<file path="src/rtl/sync_transfer_arbiter_pkg.sv">
// Shared definitions for the clk_in-side transfer arbiter: FSM encodings
// and the counter sizing helper also used by the clk_out-side receiver.
package sync_transfer_arbiter_pkg;

  typedef enum logic [1:0] {
    ST_IDLE    = 2'd0,
    ST_SETUP   = 2'd1,
    ST_REQ     = 2'd2,
    ST_RELEASE = 2'd3
  } state_e;

  // Bits needed to hold 0..max_val; never less than one.
  function automatic int cnt_width(input int max_val);
    return (max_val < 1) ? 1 : $clog2(max_val + 1);
  endfunction

endpackage

</file>
<file path="src/rtl/sync_rr_picker.sv">
// Combinational round-robin picker: first asserted request at or above the
// pointer, otherwise wrapping from index 0.
module sync_rr_picker #(
  parameter int NUM_REQ = 2,
  parameter int IDX_W   = 1
) (
  input  logic [NUM_REQ-1:0] req,
  input  logic [IDX_W-1:0]   ptr,
  output logic [NUM_REQ-1:0] grant,
  output logic [IDX_W-1:0]   idx,
  output logic               any
);

  int cand;

  always_comb begin
    grant = '0;
    idx   = '0;
    any   = 1'b0;
    cand  = 0;
    for (int k = 0; k < NUM_REQ; k++) begin
      cand = int'(ptr) + k;
      if (cand >= NUM_REQ) cand = cand - NUM_REQ;
      if (!any && req[cand]) begin
        any         = 1'b1;
        grant[cand] = 1'b1;
        idx         = IDX_W'(cand);
      end
    end
  end

endmodule

</file>
<file path="src/rtl/sync_transfer_arbiter.sv">
// Round-robin arbiter sharing one four-phase req/ack synchronizer path
// between NUM_REQ clk_in-domain requesters, with setup delay and ack timeout.
module sync_transfer_arbiter
  import sync_transfer_arbiter_pkg::*;
#(
  parameter int NUM_REQ        = 2,
  parameter int DATA_WIDTH     = 10,
  parameter int SETUP_CYCLES   = 2,
  parameter int TIMEOUT_CYCLES = 16
) (
  input  logic                          clk_in,
  input  logic                          n_reset,
  input  logic [NUM_REQ-1:0]            req_valid,
  input  logic [NUM_REQ*DATA_WIDTH-1:0] req_data,
  output logic [NUM_REQ-1:0]            req_done,
  output logic                          req_err,
  output logic [DATA_WIDTH-1:0]         to_sync_data,
  output logic                          to_sync_req,
  input  logic                          ack_sync,
  input  logic                          clr_err,
  output logic                          busy,
  output logic                          timeout_err
);

  localparam int IDX_W = cnt_width(NUM_REQ - 1);
  localparam int SCW   = cnt_width(SETUP_CYCLES);
  localparam int TCW   = cnt_width(TIMEOUT_CYCLES);

  state_e                  state_q, state_d;
  logic [SCW-1:0]          setup_cnt_q, setup_cnt_d;
  logic [TCW-1:0]          tmo_cnt_q, tmo_cnt_d;
  logic [DATA_WIDTH-1:0]   data_q, data_d;
  logic [IDX_W-1:0]        win_q, win_d;
  logic [IDX_W-1:0]        ptr_q, ptr_d;
  logic                    req_q, req_d;
  logic [NUM_REQ-1:0]      done_q, done_d;
  logic                    rerr_q, rerr_d;
  logic                    err_q, err_d;

  logic [NUM_REQ-1:0]      pick_grant;
  logic [IDX_W-1:0]        pick_idx;
  logic                    pick_any;
  logic [DATA_WIDTH-1:0]   pick_data;
  logic [NUM_REQ-1:0]      win_onehot;
  logic [IDX_W-1:0]        ptr_next;
  logic                    tmo_hit;
  logic                    tmo_fire;

  sync_rr_picker #(
    .NUM_REQ (NUM_REQ),
    .IDX_W   (IDX_W)
  ) u_picker (
    .req   (req_valid),
    .ptr   (ptr_q),
    .grant (pick_grant),
    .idx   (pick_idx),
    .any   (pick_any)
  );

  always_comb begin
    pick_data = '0;
    for (int i = 0; i < NUM_REQ; i++) begin
      if (pick_grant[i]) pick_data = req_data[i*DATA_WIDTH +: DATA_WIDTH];
    end
  end

  assign win_onehot = NUM_REQ'(1) << win_q;
  assign ptr_next   = (win_q == IDX_W'(NUM_REQ - 1)) ? '0 : win_q + IDX_W'(1);
  assign tmo_hit    = (TIMEOUT_CYCLES != 0) && (tmo_cnt_q == TCW'(TIMEOUT_CYCLES - 1));

  always_comb begin
    state_d     = state_q;
    setup_cnt_d = setup_cnt_q;
    tmo_cnt_d   = tmo_cnt_q;
    data_d      = data_q;
    win_d       = win_q;
    ptr_d       = ptr_q;
    req_d       = req_q;
    done_d      = '0;
    rerr_d      = 1'b0;
    tmo_fire    = 1'b0;
    unique case (state_q)
      ST_IDLE: begin
        // Hold off while done is still pulsing so a requester that has not yet
        // dropped req_valid is not granted again.
        if (pick_any && !ack_sync && (done_q == '0)) begin
          data_d      = pick_data;
          win_d       = pick_idx;
          setup_cnt_d = '0;
          state_d     = ST_SETUP;
        end
      end
      ST_SETUP: begin
        if (setup_cnt_q == SCW'(SETUP_CYCLES - 1)) begin
          req_d     = 1'b1;
          tmo_cnt_d = '0;
          state_d   = ST_REQ;
        end else begin
          setup_cnt_d = setup_cnt_q + SCW'(1);
        end
      end
      ST_REQ: begin
        if (ack_sync) begin
          req_d     = 1'b0;
          tmo_cnt_d = '0;
          state_d   = ST_RELEASE;
        end else if (tmo_hit) begin
          tmo_fire = 1'b1;
        end else begin
          tmo_cnt_d = tmo_cnt_q + TCW'(1);
        end
      end
      ST_RELEASE: begin
        if (!ack_sync) begin
          done_d  = win_onehot;
          ptr_d   = ptr_next;
          state_d = ST_IDLE;
        end else if (tmo_hit) begin
          tmo_fire = 1'b1;
        end else begin
          tmo_cnt_d = tmo_cnt_q + TCW'(1);
        end
      end
      default: state_d = ST_IDLE;
    endcase
    if (tmo_fire) begin
      req_d   = 1'b0;
      done_d  = win_onehot;
      rerr_d  = 1'b1;
      ptr_d   = ptr_next;
      state_d = ST_IDLE;
    end
    err_d = tmo_fire ? 1'b1 : (clr_err ? 1'b0 : err_q);
  end

  always_ff @(posedge clk_in or negedge n_reset) begin
    if (!n_reset) begin
      state_q     <= ST_IDLE;
      setup_cnt_q <= '0;
      tmo_cnt_q   <= '0;
      data_q      <= '0;
      win_q       <= '0;
      ptr_q       <= '0;
      req_q       <= 1'b0;
      done_q      <= '0;
      rerr_q      <= 1'b0;
      err_q       <= 1'b0;
    end else begin
      state_q     <= state_d;
      setup_cnt_q <= setup_cnt_d;
      tmo_cnt_q   <= tmo_cnt_d;
      data_q      <= data_d;
      win_q       <= win_d;
      ptr_q       <= ptr_d;
      req_q       <= req_d;
      done_q      <= done_d;
      rerr_q      <= rerr_d;
      err_q       <= err_d;
    end
  end

  assign to_sync_data = data_q;
  assign to_sync_req  = req_q;
  assign req_done     = done_q;
  assign req_err      = rerr_q;
  assign timeout_err  = err_q;
  assign busy         = (state_q != ST_IDLE);

endmodule

</file>
<file path="config.mk">
export PLATFORM = sky130hd
export DESIGN_NAME = sync_transfer_arbiter
export DESIGN_NICKNAME = d
export VERILOG_FILES = /design/src/rtl/sync_transfer_arbiter_pkg.sv /design/src/rtl/sync_rr_picker.sv /design/src/rtl/sync_transfer_arbiter.sv
export SDC_FILE = /design/constraint.sdc
export NUM_CORES = 1
export LEC_CHECK = 0
export CORE_AREA = 2 2 72 54
export CTS_CLUSTER_SIZE = 30
export DETAILED_ROUTE_END_ITERATION = 10
export DIE_AREA = 0 0 74 56
export PLACE_DENSITY_LB_ADDON = 0.08
export SYNTH_ARGS = -nofsm -noshare
export SYNTH_HDL_FRONTEND = slang
export SYNTH_SLANG_ARGS = --single-unit
export TNS_END_PERCENT = 10
</file>
<file path="constraint.sdc">
create_clock -name clk_in -period 1.5 [get_ports clk_in]
set_input_delay 0.3 -clock clk_in [delete_from_list [all_inputs] [get_ports clk_in]]
set_output_delay 0.3 -clock clk_in [all_outputs]
set_load 0.01 [all_outputs]
</file>
# Word-level counts from Yosys, hierarchy flattened
# Cells that the tools add are included.
# W data, S select, Z words.
# totals
latch_bits	0
elab_cells	111
n_memories	0
out_inout_bits	16
reg_bits	26
ram_bits	0
mem_bits_ro	0
inputBits	26
# op_classes
n_eq_ne	14
n_mul	0
add_sub_neg	6
n_bitwise	1
order_cmp	6
n_div	0
mux	52
n_shift	1
n_reduce_logical	21
# op_table
operator	n
$ge A32 B1 Y1 const B	2
$lt A32 B3 Y1 const B	2
$mux W32	2
$ge A32 B3 Y1 const B	1
$sub A32 B3 Y32 const B	1
$mux W1	25
$mux W2	12
$mux W10	2
$mux W5	4
$pmux W5 S3	1
$ne A3 B3 Y1 const B	4
$reduce_and A3 Y1	3
$ne A2 B2 Y1 const B	4
$pmux W2 S4	1
$reduce_bool A2 Y1	4
$reduce_bool A3 Y1	2
$add A5 B1 Y5 const B	1
$eq A5 B4 Y1 const B	1
$logic_and A1 B1 Y1	5
$eq A2 B1 Y1 const B	2
$eq A2 B2 Y1 const B	2
$logic_not A2 Y1	2
$pmux W1 S2	2
$pmux W2 S2	1
12 further kinds	15

# Logic depth before layout (Yosys ltp)
# Gate-level depths: netlist of run 1.
# logic_depth
depth_word	14
ltp_mapped	7
depth_no_buf	6

# Hierarchy
# From an unflattened synthesis of run 1, not the netlist that was laid out.
# unflattened
cells_unflattened	131
hier_area_um2	1452.6
# modules_own_cells
module	area_each_um2	cells_per_inst	seq_area_each_um2	n_inst
sync_transfer_arbiter	1420.1	126	650.6	1
sync_rr_picker	32.5	5	0.0	1

# Least setup slack after synthesis of run 1
# No wires, ideal clock.
# synth_timing
path_type	reg-to-reg
from	register state_q[0]
to	register state_q[1]
n_path_buf	0
required_ps	1375
path_stages_with_launch	6
path_slack_ps	-142
period_less_slack_ps	1642
setup_ps	125
arrival_ps	1517
path_cell_list	dfrtp_1 -> inv_1 -> ha_1 -> mux2_4 -> nor3_2 -> mux2_2
# synth_between
elab_chain_cells	4
elab_cells_between_ends	12
classes_between	7 x eq/ne; 3 x mux; 2 x reduce/logical
# synth_rtl
item	line	rtl
from (decl)	sync_transfer_arbiter.sv:29	state_e state_q, state_d;
from (signal assigned)	sync_transfer_arbiter.sv:149	state_q <= state_d;
$eq A2 B2 Y1	sync_transfer_arbiter.sv:82	unique case (state_q)
$pmux W1 S2	sync_transfer_arbiter.sv:82	
$ne A3 B3 Y1 (no line)	n/a	
$reduce_and A4 Y1 (no line)	n/a	
# Several ways; a longest one is shown, not always the timed one.
# A chain may end at the register's enable or synchronous reset.

# Final worst setup path of run 1
# layout_timing
from	register state_q[1]
to	register state_q[1]
# The elaborated chain is that of the path after synthesis.

==> summary.txt, run 1 <==
result of the run -> complete, but fails checks
violated checks -> setup timing
antenna violations before repair -> 0
vias after detailed routing -> 1,261
fill cell total of the finished layout -> 246
area of all placed cells without fillers -> 2240 sq um
Max Clock Skew -> 0.00765 ns
height of the die -> 56 um
drt pass-1 iters -> 4
final hold violations -> 0
Worst Hold Slack -> 0.383 ns
number of clock sinks seen by CTS -> 26
Worst Setup Start Kind -> register
starting utilization of the core area -> 0.399
via density per instance -> 5.04
total power density per cell area -> 1810 nW/um^2
Critical Path, Cell by Cell -> buf_6 -> buf_6 -> ha_4 -> mux2_4 -> nor3_4 -> mux2_4
maximum achievable frequency -> 605 MHz
width of the chip -> 74 um
delay contributed by the slowest stage of the critical path -> 0.41 ns
fraction of the yosys area taken by sequential cells -> 0.479
final critical-path share of the clock period -> 1.10
Routed Antenna Nets -> 0
Slew Limit Headroom -> 0.677
Critical-path top delay cell -> dfrtp_1
number of antenna cells inserted -> 0
CTS Buffer Depth -> 2
overall global routing resource usage -> 0.173
area added between synthesis and finish -> 65.3%
pins over their slew limit -> 0
max-cap violations -> 0
total power -> 4.06 mW
later-pin clock latency in the skew report -> 0.27 ns
count of routing violations after the opening detailed-route iteration -> 51
library cell with the largest summed area after synthesis -> dfrtp_1
maximum VDD drop -> 0.000791 V
final critical-path required period -> 1.65 ns
unique cell type count in the Yosys netlist -> 35
arrival time of the worst setup path -> 1.81 ns
share of final-layout standard cells stronger than drive strength 1 -> 0.290
post-layout net count -> 234
core footprint -> 3400 sq um
Lkg Pwr -> 1.14 nW
wire length of the first global-routing pass -> 5620 um
DR WL/cell -> 13.6 um
I/O pins -> 42
flip-flop and latch count after synthesis -> 26
leading register cell type out of synthesis -> dfrtp_1
Crit path required time -> 1.66 ns
Post-synth EDFFs -> 0
Port Buffer Count -> 41
CTS tree -> done
sum of net half-perimeters after detailed placement -> 2460 um
maximum number of pins on one net before global-route repair -> 27
grt ovf -> 0
Min-Delay Path Class -> in2async
clock-pin transition on the worst setup and hold timing paths -> 0.09 ns
top fanout value on the critical path -> 2
largest cells by area after synthesis -> dfrtp_1 (48%), a32oi_1 (6.5%), ha_1 (6.5%)
final setup violating endpoints -> 13
sum of routed wire length over all layers -> 3400 um
area share of the leading cell type in the synthesized netlist -> 0.479
combined area of all synthesized cells -> 1360 sq um
H-tree levels -> 1
unrepaired setup endpoints after global routing -> true
Mapped Cells -> 134
number of buffers created by CTS -> 3
asr flop ratio synth -> 1.00
Tightest Pin Transition -> 0.481 ns
placement-stage cell area -> 2010 sq um
floorplan die area -> 4140 sq um
final worst slack -> -0.154 ns
row count -> 18
Yosys warnings -> 0
Post-Syn Area per Cell -> 10.1 sq um
Critical Path Sink Type -> register
number of global-route vias before repair -> 1,228
drc violations -> 0
number of nets produced by synthesis -> 167
Hold Buf Count CTS -> 0
clock root buffer -> clkbuf_8
critical path class -> reg2reg
Final Wtd Congestion -> 0.824
==> synthesized netlist by cell type (all sizes together), types with 3 or more instances <==
cell     n
inv      8
ha       7
a21oi    6
a32oi   10
o21ai   15
nor3     3
nand3    4
nor2    10
dfrtp   26
nand2   16
clkbuf   4
==> routing by layer <==
layer  up-vias  track usage  share of wire  wire (um)
met3         4       0.0453          0.045        153
met5         -            0              0          0
li1        620            -              -          -
met4         0       0.0390         0.0088         30
met1       608        0.242           0.45       1520
met2        29        0.267           0.50       1700
==> final timing paths <==
| path | startpoint | endpoint | slack (ns) | depth (start not counted) |
|---|---|---|---|---|
| min | n_reset | tmo_cnt_q[0]$_DFFE_PN0P_ | 0.38 | 2 |
| max reg2reg | state_q[1]$_DFFE_PN0P_ | state_q[1]$_DFFE_PN0P_ | -0.15 | 6 |
| max in group asynchronous | n_reset | to_sync_data[9]$_DFFE_PN0P_ | 0.86 | 2 |
| max | state_q[1]$_DFFE_PN0P_ | state_q[1]$_DFFE_PN0P_ | -0.15 | 6 |
| min in group clk_in | win_q$_DFFE_PN0P_ | req_done[0]$_DFF_PN0_ | 0.46 | 1 |
| min reg2reg | win_q$_DFFE_PN0P_ | req_done[0]$_DFF_PN0_ | 0.46 | 1 |
==> kinds of logic after synthesis <==
kind of cell | count (synthesis) | synth area share
muxes | 4 | 0.0341
adders and majority gates | 7 | 0.0645
DFF | 26 | 0.479
and+or+nand+nor | 44 | 0.180
xor gates and xnor gates | 1 | 0.00645
buffers and inverters | 13 | 0.0415
AOI/OAI and AO/OA | 39 | 0.194
==> repair_timing <==
item,in CTS,in global routing
buffers inserted,3,3
pin swaps,2,8
endpoints found under the setup margin,13,37
gates resized for setup,8,29
==> metrics by stage <==
stage | std cells | TNS (ns) | setup WS, ns | util
after global routing | 250 | -1.85 | -0.209 | 0.660
after detailed placement | 240 | -6.43 | -0.338 | 0.591
after floorplan | 134 | -0.167 | -0.0478 | -
after global placement | 240 | -5.40 | -0.276 | 0.591
final | 250 | -1.01 | -0.154 | 0.660
after CTS | 247 | -1.12 | -0.159 | 0.625
==> state kept, by name, indices dropped and copies added (netlist names), 2 cells and up <==
| register | flops |
|---|---|
| req_done | 2 |
| setup_cnt_q | 2 |
| state_q | 2 |
| tmo_cnt_q | 5 |
| to_sync_data | 10 |
==> cell usage in the layout (no fill, tap or decap), drive strengths merged, types with 2 or more instances in the layout <==
cell           netlist  routed
a21boi               2       2
a21o                 2       2
a21oi                6       6
a32oi               10      10
and2b                2       2
buf                  1      26
clkbuf               4       4
clkdlybuf4s50        0      28
dfrtp               26      26
dlymetal6s2s         0      12
ha                   7       7
inv                  8       8
mux2                 2       2
mux2i                2       2
nand2               16      16
nand2b               2       2
nand3                4       4
nand4                2       2
nor2                10      10
nor3                 3       3
o21ai               15      15
==> power breakdown <==
group / switching, mW / internal [mW] / leakage (nW)
clock network: 0.221 / 0.357 / 0.0357
logic: 1.09 / 1.28 / 0.770
registers: 0.150 / 0.959 / 0.334
total: 1.46 / 2.60 / 1.14
==> critical path, delay by kind of cell, from the launching register on <==
kind	cells	cell delay, ns
flip-flops	1	0.41
AND/OR/NAND/NOR	1	0.14
buffers and inverters	2	0.25
adder cells (fa/ha/maj)	1	0.15
multiplexers	2	0.60
==> cell type report <==
type / count / area, sq um / area share
multi-input combinational: 95 / 772 / 0.344
timing repair buffer: 67 / 658 / 0.293
sequential: 26 / 651 / 0.290
tap: 50 / 62.6 / 0.0279
clock buffer: 3 / 41.3 / 0.0184
clock inverter: 1 / 30.0 / 0.0134
inverter: 8 / 30.0 / 0.0134
No activity file was read; power rests on OpenSTA's default activity.
==> inputs of run 2 (changes only) <==
CORE_AREA = 2 2 69 51   (was 2 2 72 54)
DIE_AREA = 0 0 71 53   (was 0 0 74 56)
clock period = 1.72 ns   (was 1.5 ns; I/O delays follow)
==> summary.txt, run 2 (synthesis results as in run 1) <==
result of the run -> complete, but fails checks (unchanged)
violated checks -> setup timing (unchanged)
total power density per cell area -> 1470 nW/um^2 (was 1810 nW/um^2)
commonest non-fill, non-tap cell in the layout -> clkdlybuf4s50_1 (unchanged)
number of buffers created by CTS -> 3 (unchanged)
number of antenna cells inserted -> 0 (unchanged)
net switching component of the power -> 1.07 mW (was 1.46 mW)
fraction of power spent switching nets -> 0.370 (was 0.360)
width of the chip -> 71 um (was 74 um)
Critical Path, Cell by Cell -> buf_4 -> ha_1 -> and2b_2 -> nor3_4 -> mux2_2 (was buf_6 -> buf_6 -> ha_4 -> mux2_4 -> nor3_4 -> mux2_4)
height of the die -> 53 um (was 56 um)
critical path class -> reg2reg (unchanged)
H-tree levels -> 1 (unchanged)
maximum number of pins on one net before global-route repair -> 27 (unchanged)
I/O pins -> 42 (unchanged)
Slew Limit Headroom -> 0.721 (was 0.677)
cell count after placement -> 220 (was 240)
vias after detailed routing -> 1,148 (was 1,261)
Lkg Pwr -> 0.878 nW (was 1.14 nW)
wire length of the first global-routing pass -> 5090 um (was 5620 um)
row count -> 17 (was 18)
Largest register FFs -> 10 (unchanged)
delay contributed by the slowest stage of the critical path -> 0.40 ns (was 0.41 ns)
maximum VDD drop -> 0.000828 V (was 0.000791 V)
reg-to-reg slack, setup -> -0.005 ns (was -0.15 ns)
post-layout net count -> 222 (was 234)
antenna violations before repair -> 0 (unchanged)
Final Wtd Congestion -> 0.796 (was 0.824)
Max Clock Skew -> 0.00485 ns (was 0.00765 ns)
Crit path required time -> 1.87 ns (was 1.66 ns)
drt pass-1 iters -> 4 (unchanged)
overall global routing resource usage -> 0.174 (was 0.173)
final critical-path share of the clock period -> 1.00 (was 1.10)
core footprint -> 3080 sq um (was 3400 sq um)
arrival time of the worst setup path -> 1.88 ns (was 1.81 ns)
Critical path origin -> state_q[0]$_DFFE_PN0P_ (was state_q[1]$_DFFE_PN0P_)
Worst Setup Start Kind -> register (unchanged)
drc violations -> 0 (unchanged)
later-pin clock latency in the skew report -> 0.27 ns (about the same)
CTS Buffer Depth -> 2 (unchanged)
maximum achievable frequency -> 580 MHz (was 605 MHz)
sum of net half-perimeters after detailed placement -> 2270 um (was 2460 um)
Critical Path Sink Type -> register (unchanged)
share of final-layout standard cells stronger than drive strength 1 -> 0.160 (was 0.290)
unrepaired setup endpoints after global routing -> true (unchanged)
clock root buffer -> clkbuf_8 (unchanged)
fill cell total of the finished layout -> 262 (was 246)
Post-Route Setup TNS -> -0.00522 ns (was -1.01 ns)
Internal Power -> 1.82 mW (was 2.60 mW)
part of the power in registers -> 0.341 (was 0.273)
count of routing violations after the opening detailed-route iteration -> 60 (was 51)
Finished Layout Cells -> 225 (was 250)
RR Endpoint -> state_q[1]$_DFFE_PN0P_ (unchanged)
Critical path destination -> state_q[1]$_DFFE_PN0P_ (unchanged)
Critical-path top delay cell -> dfrtp_1 (unchanged)
CTS tree -> done (unchanged)
part of the total power dissipated in combinational logic -> 0.543 (was 0.585)
Hold Buf Count CTS -> 0 (unchanged)
final worst slack -> -0.00522 ns (was -0.154 ns)
via density per instance -> 5.10 (was 5.04)
max-cap violations -> 0 (unchanged)
DR WL/cell -> 13.1 um (was 13.6 um)
pins over their slew limit -> 0 (unchanged)
FF-to-FF path depth -> 5 (was 6)
number of clock sinks seen by CTS -> 26 (unchanged)
Tightest Pin Transition -> 0.417 ns (was 0.481 ns)
sum of routed wire length over all layers -> 2940 um (was 3400 um)
Min-Delay Path Class -> in2async (unchanged)
final critical-path required period -> 1.73 ns (was 1.65 ns)
top fanout value on the critical path -> 4 (was 2)
commonest non-fill, non-tap cells in the layout -> clkdlybuf4s50_1 (40), dfrtp_1 (26), nand2_1 (16) (was clkdlybuf4s50_1 (28), dfrtp_1 (26), buf_4 (21))
Clock power frac -> 0.116 (was 0.142)
final hold violations -> 0 (unchanged)
starting utilization of the core area -> 0.440 (was 0.399)
Routed Antenna Nets -> 0 (unchanged)
floorplan die area -> 3760 sq um (was 4140 sq um)
clock-pin transition on the worst setup and hold timing paths -> 0.08 ns (was 0.09 ns)
area added between synthesis and finish -> 44.4% (was 65.3%)
grt ovf -> 0 (unchanged)
final setup violating endpoints -> 1 (was 13)
launch point of the worst reg-to-reg path -> state_q[0]$_DFFE_PN0P_ (was state_q[1]$_DFFE_PN0P_)
Worst Hold Slack -> 0.446 ns (was 0.383 ns)
Post-Place Setup Slack -> -0.257 ns (was -0.338 ns)
Port Buffer Count -> 41 (unchanged)
number of global-route vias before repair -> 1,168 (was 1,228)
run 2: changes by cell type in the layout (fill, tap and decap cells not counted), sizes merged:
cell | previous run | this run
dlygate4sd2 | 0 | 1
bufinv | 1 | 0
dlymetal6s2s | 12 | 0
clkbuf | 4 | 3
clkdlybuf4s50 | 28 | 40
buf | 26 | 14
run 2: worst min-delay path by stage:
stage	depth (start not counted)	startpoint	end
CTS	2	n_reset	req_err$_DFF_PN0_
floorplan	0	n_reset	ptr_q$_DFFE_PN0P_
detailed placement	1	win_q$_DFFE_PN0P_	req_done[0]$_DFF_PN0_
global placement	2	to_sync_data[4]$_DFFE_PN0P_	to_sync_data[4]$_DFFE_PN0P_
finish	2	n_reset	timeout_err$_DFFE_PN0P_
global route	2	n_reset	req_err$_DFF_PN0_
run 2: cell type report:
cell class                 instances  area (sq um)  area share
clock buffer                       3          41.3      0.0211
inverter                           8          30.0      0.0153
multi-input combinational         95           664       0.339
sequential                        26           651       0.332
tap                               38          47.5      0.0243
timing repair buffer              55           527       0.269
run 2: timing repair:
action	CTS	global route
endpoints found under the hold margin	0	0
gates resized for setup	3	2
buffers inserted	2	0
cloned	0	0
setup endpoints to repair	2	14
pin swaps	1	1
run 2: metal layers:
| layer | share of wire | global-route usage |
|---|---|---|
| met1 | 0.50 | 0.233 |
| met2 | 0.47 | 0.287 |
| met3 | 0.033 | 0.0457 |
| met4 | 0.0027 | 0.0377 |
| met5 | 0 | 0 |
run 2: worst max-delay path: cells and delay by family (launching register included):
kind | cells | cell delay (ns)
fa+ha+maj | 1 | 0.20
buf+inv | 1 | 0.15
flops | 1 | 0.40
mux | 1 | 0.36
simple gates | 2 | 0.51
run 2: per-stage QoR:
step / util / instance area [sq um] / power, mW
finish: 0.636 / 1960 / 2.88
global route: 0.636 / 1960 / 3.14
CTS: 0.634 / 1950 / 2.90
detailed placement: 0.613 / 1890 / 2.50
global placement: 0.613 / 1890 / 2.46
floorplan: - / 1360 / 1.85
run 2: power by group through the flow:
stage	clock network, mW	logic [mW]	registers (mW)
global route	0.379	1.75	1.01
detailed placement	0	1.50	1.00
CTS	0.352	1.57	0.978
finish	0.335	1.57	0.983
floorplan	0	0.811	1.04
global placement	0	1.47	0.992
==> inputs of run 3 (changes only) <==
CELL_PAD_IN_SITES_DETAIL_PLACEMENT = 1   (was default)
CELL_PAD_IN_SITES_GLOBAL_PLACEMENT = 2   (was default)
CORE_AREA = 2 2 84 62   (was 2 2 69 51)
DIE_AREA = 0 0 86 64   (was 0 0 71 53)
clock period = 2.1 ns   (was 1.72 ns; I/O delays follow)
==> summary.txt, run 3 (synthesis results as in run 1) <==
DR WL/cell -> 15.5 um (was 13.1 um)
Lkg Pwr -> 0.836 nW (was 0.878 nW)
Worst Setup Start Kind -> register (unchanged)
Critical-path top delay cell -> dfrtp_1 (unchanged)
via density per instance -> 4.95 (was 5.10)
maximum VDD drop -> 0.000404 V (was 0.000828 V)
H-tree levels -> 1 (unchanged)
grt ovf -> 0 (unchanged)
number of clock sinks seen by CTS -> 26 (unchanged)
Max Clock Skew -> 0.00759 ns (was 0.00485 ns)
width of the chip -> 86 um (was 71 um)
Internal Power -> 1.52 mW (was 1.82 mW)
final critical-path share of the clock period -> 0.878
post-layout net count -> 212 (was 222)
Worst Hold Slack -> 0.464 ns (was 0.446 ns)
Final Wtd Congestion -> 0.774 (was 0.796)
height of the die -> 64 um (was 53 um)
area added between synthesis and finish -> 40.9% (was 44.4%)
core footprint -> 4650 sq um (was 3080 sq um)
part of the total power dissipated in combinational logic -> 0.490 (was 0.543)
sum of routed wire length over all layers -> 3650 um (was 2940 um)
clock root buffer -> clkbuf_8 (unchanged)
result of the run -> finished, final reports clean (was complete, but fails checks)
later-pin clock latency in the skew report -> 0.28 ns (was 0.27 ns)
floorplan die area -> 5500 sq um (was 3760 sq um)
antenna violations before repair -> 0 (unchanged)
wire length of the first global-routing pass -> 6290 um (was 5090 um)
Slew Limit Headroom -> 0.431 (was 0.721)
unrepaired setup endpoints after global routing -> false (was true)
share of final-layout standard cells stronger than drive strength 1 -> 0.101 (was 0.160)
starting utilization of the core area -> 0.292 (was 0.440)
Hold Buf Count CTS -> 0 (unchanged)
final hold violations -> 0 (unchanged)
I/O pins -> 42 (unchanged)
overall global routing resource usage -> 0.145 (was 0.174)
cell seen most often among critical-path stages -> inv_1
drt pass-1 iters -> 2 (was 4)
Routed Antenna Nets -> 0 (unchanged)
row count -> 21 (was 17)
final critical-path required period -> 1.84 ns
final worst slack -> 0.257 ns (was -0.00522 ns)
pins over their slew limit -> 0 (unchanged)
maximum number of pins on one net before global-route repair -> 27 (unchanged)
clock-pin transition on the worst setup and hold timing paths -> 0.10 ns (was 0.08 ns)
Post-Place Setup Slack -> -0.0136 ns (was -0.257 ns)
number of antenna cells inserted -> 0 (unchanged)
fraction of power spent switching nets -> 0.374 (was 0.370)
Crit path required time -> 1.68 ns (was 1.87 ns)
part of the power in registers -> 0.332 (was 0.341)
net switching component of the power -> 0.910 mW (was 1.07 mW)
commonest non-fill, non-tap cell in the layout -> clkdlybuf4s50_1 (unchanged)
Largest register FFs -> 10 (unchanged)
critical path class -> reg2out (was reg2reg)
count of routing violations after the opening detailed-route iteration -> 21 (was 60)
CTS tree -> done (unchanged)
delay contributed by the slowest stage of the critical path -> 0.41 ns (was 0.40 ns)
sum of net half-perimeters after detailed placement -> 2750 um (was 2270 um)
Critical Path Sink Type -> output port (was register)
arrival time of the worst setup path -> 1.42 ns (was 1.88 ns)
vias after detailed routing -> 1,164 (was 1,148)
top fanout value on the critical path -> 4 (unchanged)
final setup violating endpoints -> 0 (was 1)
total power density per cell area -> 1270 nW/um^2 (was 1470 nW/um^2)
number of buffers created by CTS -> 3 (unchanged)
Tightest Pin Transition -> 0.851 ns (was 0.417 ns)
drc violations -> 0 (unchanged)
maximum achievable frequency -> 543 MHz
CTS Buffer Depth -> 2 (unchanged)
Clock power frac -> 0.178 (was 0.116)
Port Buffer Count -> 41 (unchanged)
fill cell total of the finished layout -> 524 (was 262)
commonest non-fill, non-tap cells in the layout -> clkdlybuf4s50_1 (40), dfrtp_1 (26), nand2_1 (16) (unchanged)
max-cap violations -> 0 (unchanged)
number of global-route vias before repair -> 1,296 (was 1,168)
Critical Path, Cell by Cell -> inv_1 -> ha_1 -> inv_1 -> dlygate4sd2_1 (was buf_4 -> ha_1 -> and2b_2 -> nor3_4 -> mux2_2)
Min-Delay Path Class -> reg2reg (was in2async)
-- run 3: cell count changes in the layout (fill, tap and decap cells not counted), sizes merged --
cell,delta
buf,-10
bufinv,+1
-- run 3: path summary, 6_finish.rpt --
kind                       slack, ns  depth (start not counted)                    from                           to
setup / recovery                0.26                          4  state_q[1]$_DFFE_PN0P_                         busy
hold / removal                  0.46                          1       win_q$_DFFE_PN0P_        req_done[0]$_DFF_PN0_
setup reg to reg                0.32                          5  state_q[0]$_DFFE_PN0P_       state_q[1]$_DFFE_PN0P_
hold reg to reg                 0.46                          1       win_q$_DFFE_PN0P_        req_done[0]$_DFF_PN0_
max in group asynchronous       1.32                          2                 n_reset  to_sync_data[3]$_DFFE_PN0P_
min in group asynchronous       0.51                          2                 n_reset     tmo_cnt_q[2]$_DFFE_PN0P_
-- run 3: final cells by class --
class / instances / area [sq um] / area share
clock inverters: 1 / 30.0 / 0.0157
inverters: 8 / 30.0 / 0.0157
multi-input cells: 95 / 651 / 0.340
well taps: 57 / 71.3 / 0.0373
clock buffers: 3 / 41.3 / 0.0216
repair buffers: 45 / 439 / 0.230
flip-flops and latches: 26 / 651 / 0.340
-- run 3: what timing repair did --
action	CTS	global route
resized for setup	1	0
endpoints found under the hold margin	0	0
setup buffers	1	0
endpoints found under the setup margin	1	0
-- run 3: power groups by stage --
| stage | Combinational (mW) | Sequential, mW | Clock, mW |
|---|---|---|---|
| floorplan | 0.664 | 0.853 | 0 |
| global placement | 1.15 | 0.813 | 0 |
| detailed placement | 1.19 | 0.825 | 0 |
| CTS | 1.21 | 0.808 | 0.449 |
| global route | 1.33 | 0.837 | 0.468 |
| finish | 1.19 | 0.808 | 0.434 |
-- run 3: critical path, delay by kind of cell (launching register included) --
kind / cells / cell delay [ns]
flip-flops: 1 / 0.41
buffers and inverters: 3 / 0.51
adder cells (fa/ha/maj): 1 / 0.23
-- run 3: per-stage QoR --
step / utilization / cell area, sq um / power (mW) / std cells / TNS (ns)
6_report: 0.411 / 1910 / 2.43 / 235 / 0
5_1_grt: 0.411 / 1910 / 2.64 / 235 / 0
4_1_cts: 0.411 / 1910 / 2.47 / 235 / 0
3_5_place_dp: 0.395 / 1840 / 2.02 / 230 / -0.0136
3_3_place_gp: 0.395 / 1840 / 1.97 / 230 / 0
2_1_floorplan: - / 1360 / 1.52 / 134 / 0
-- run 3: layer usage --
layer	track usage	wire (um)
met1	0.197	1800
met2	0.233	1660
met3	0.0401	156
met4	0.0298	29
met5	0	0
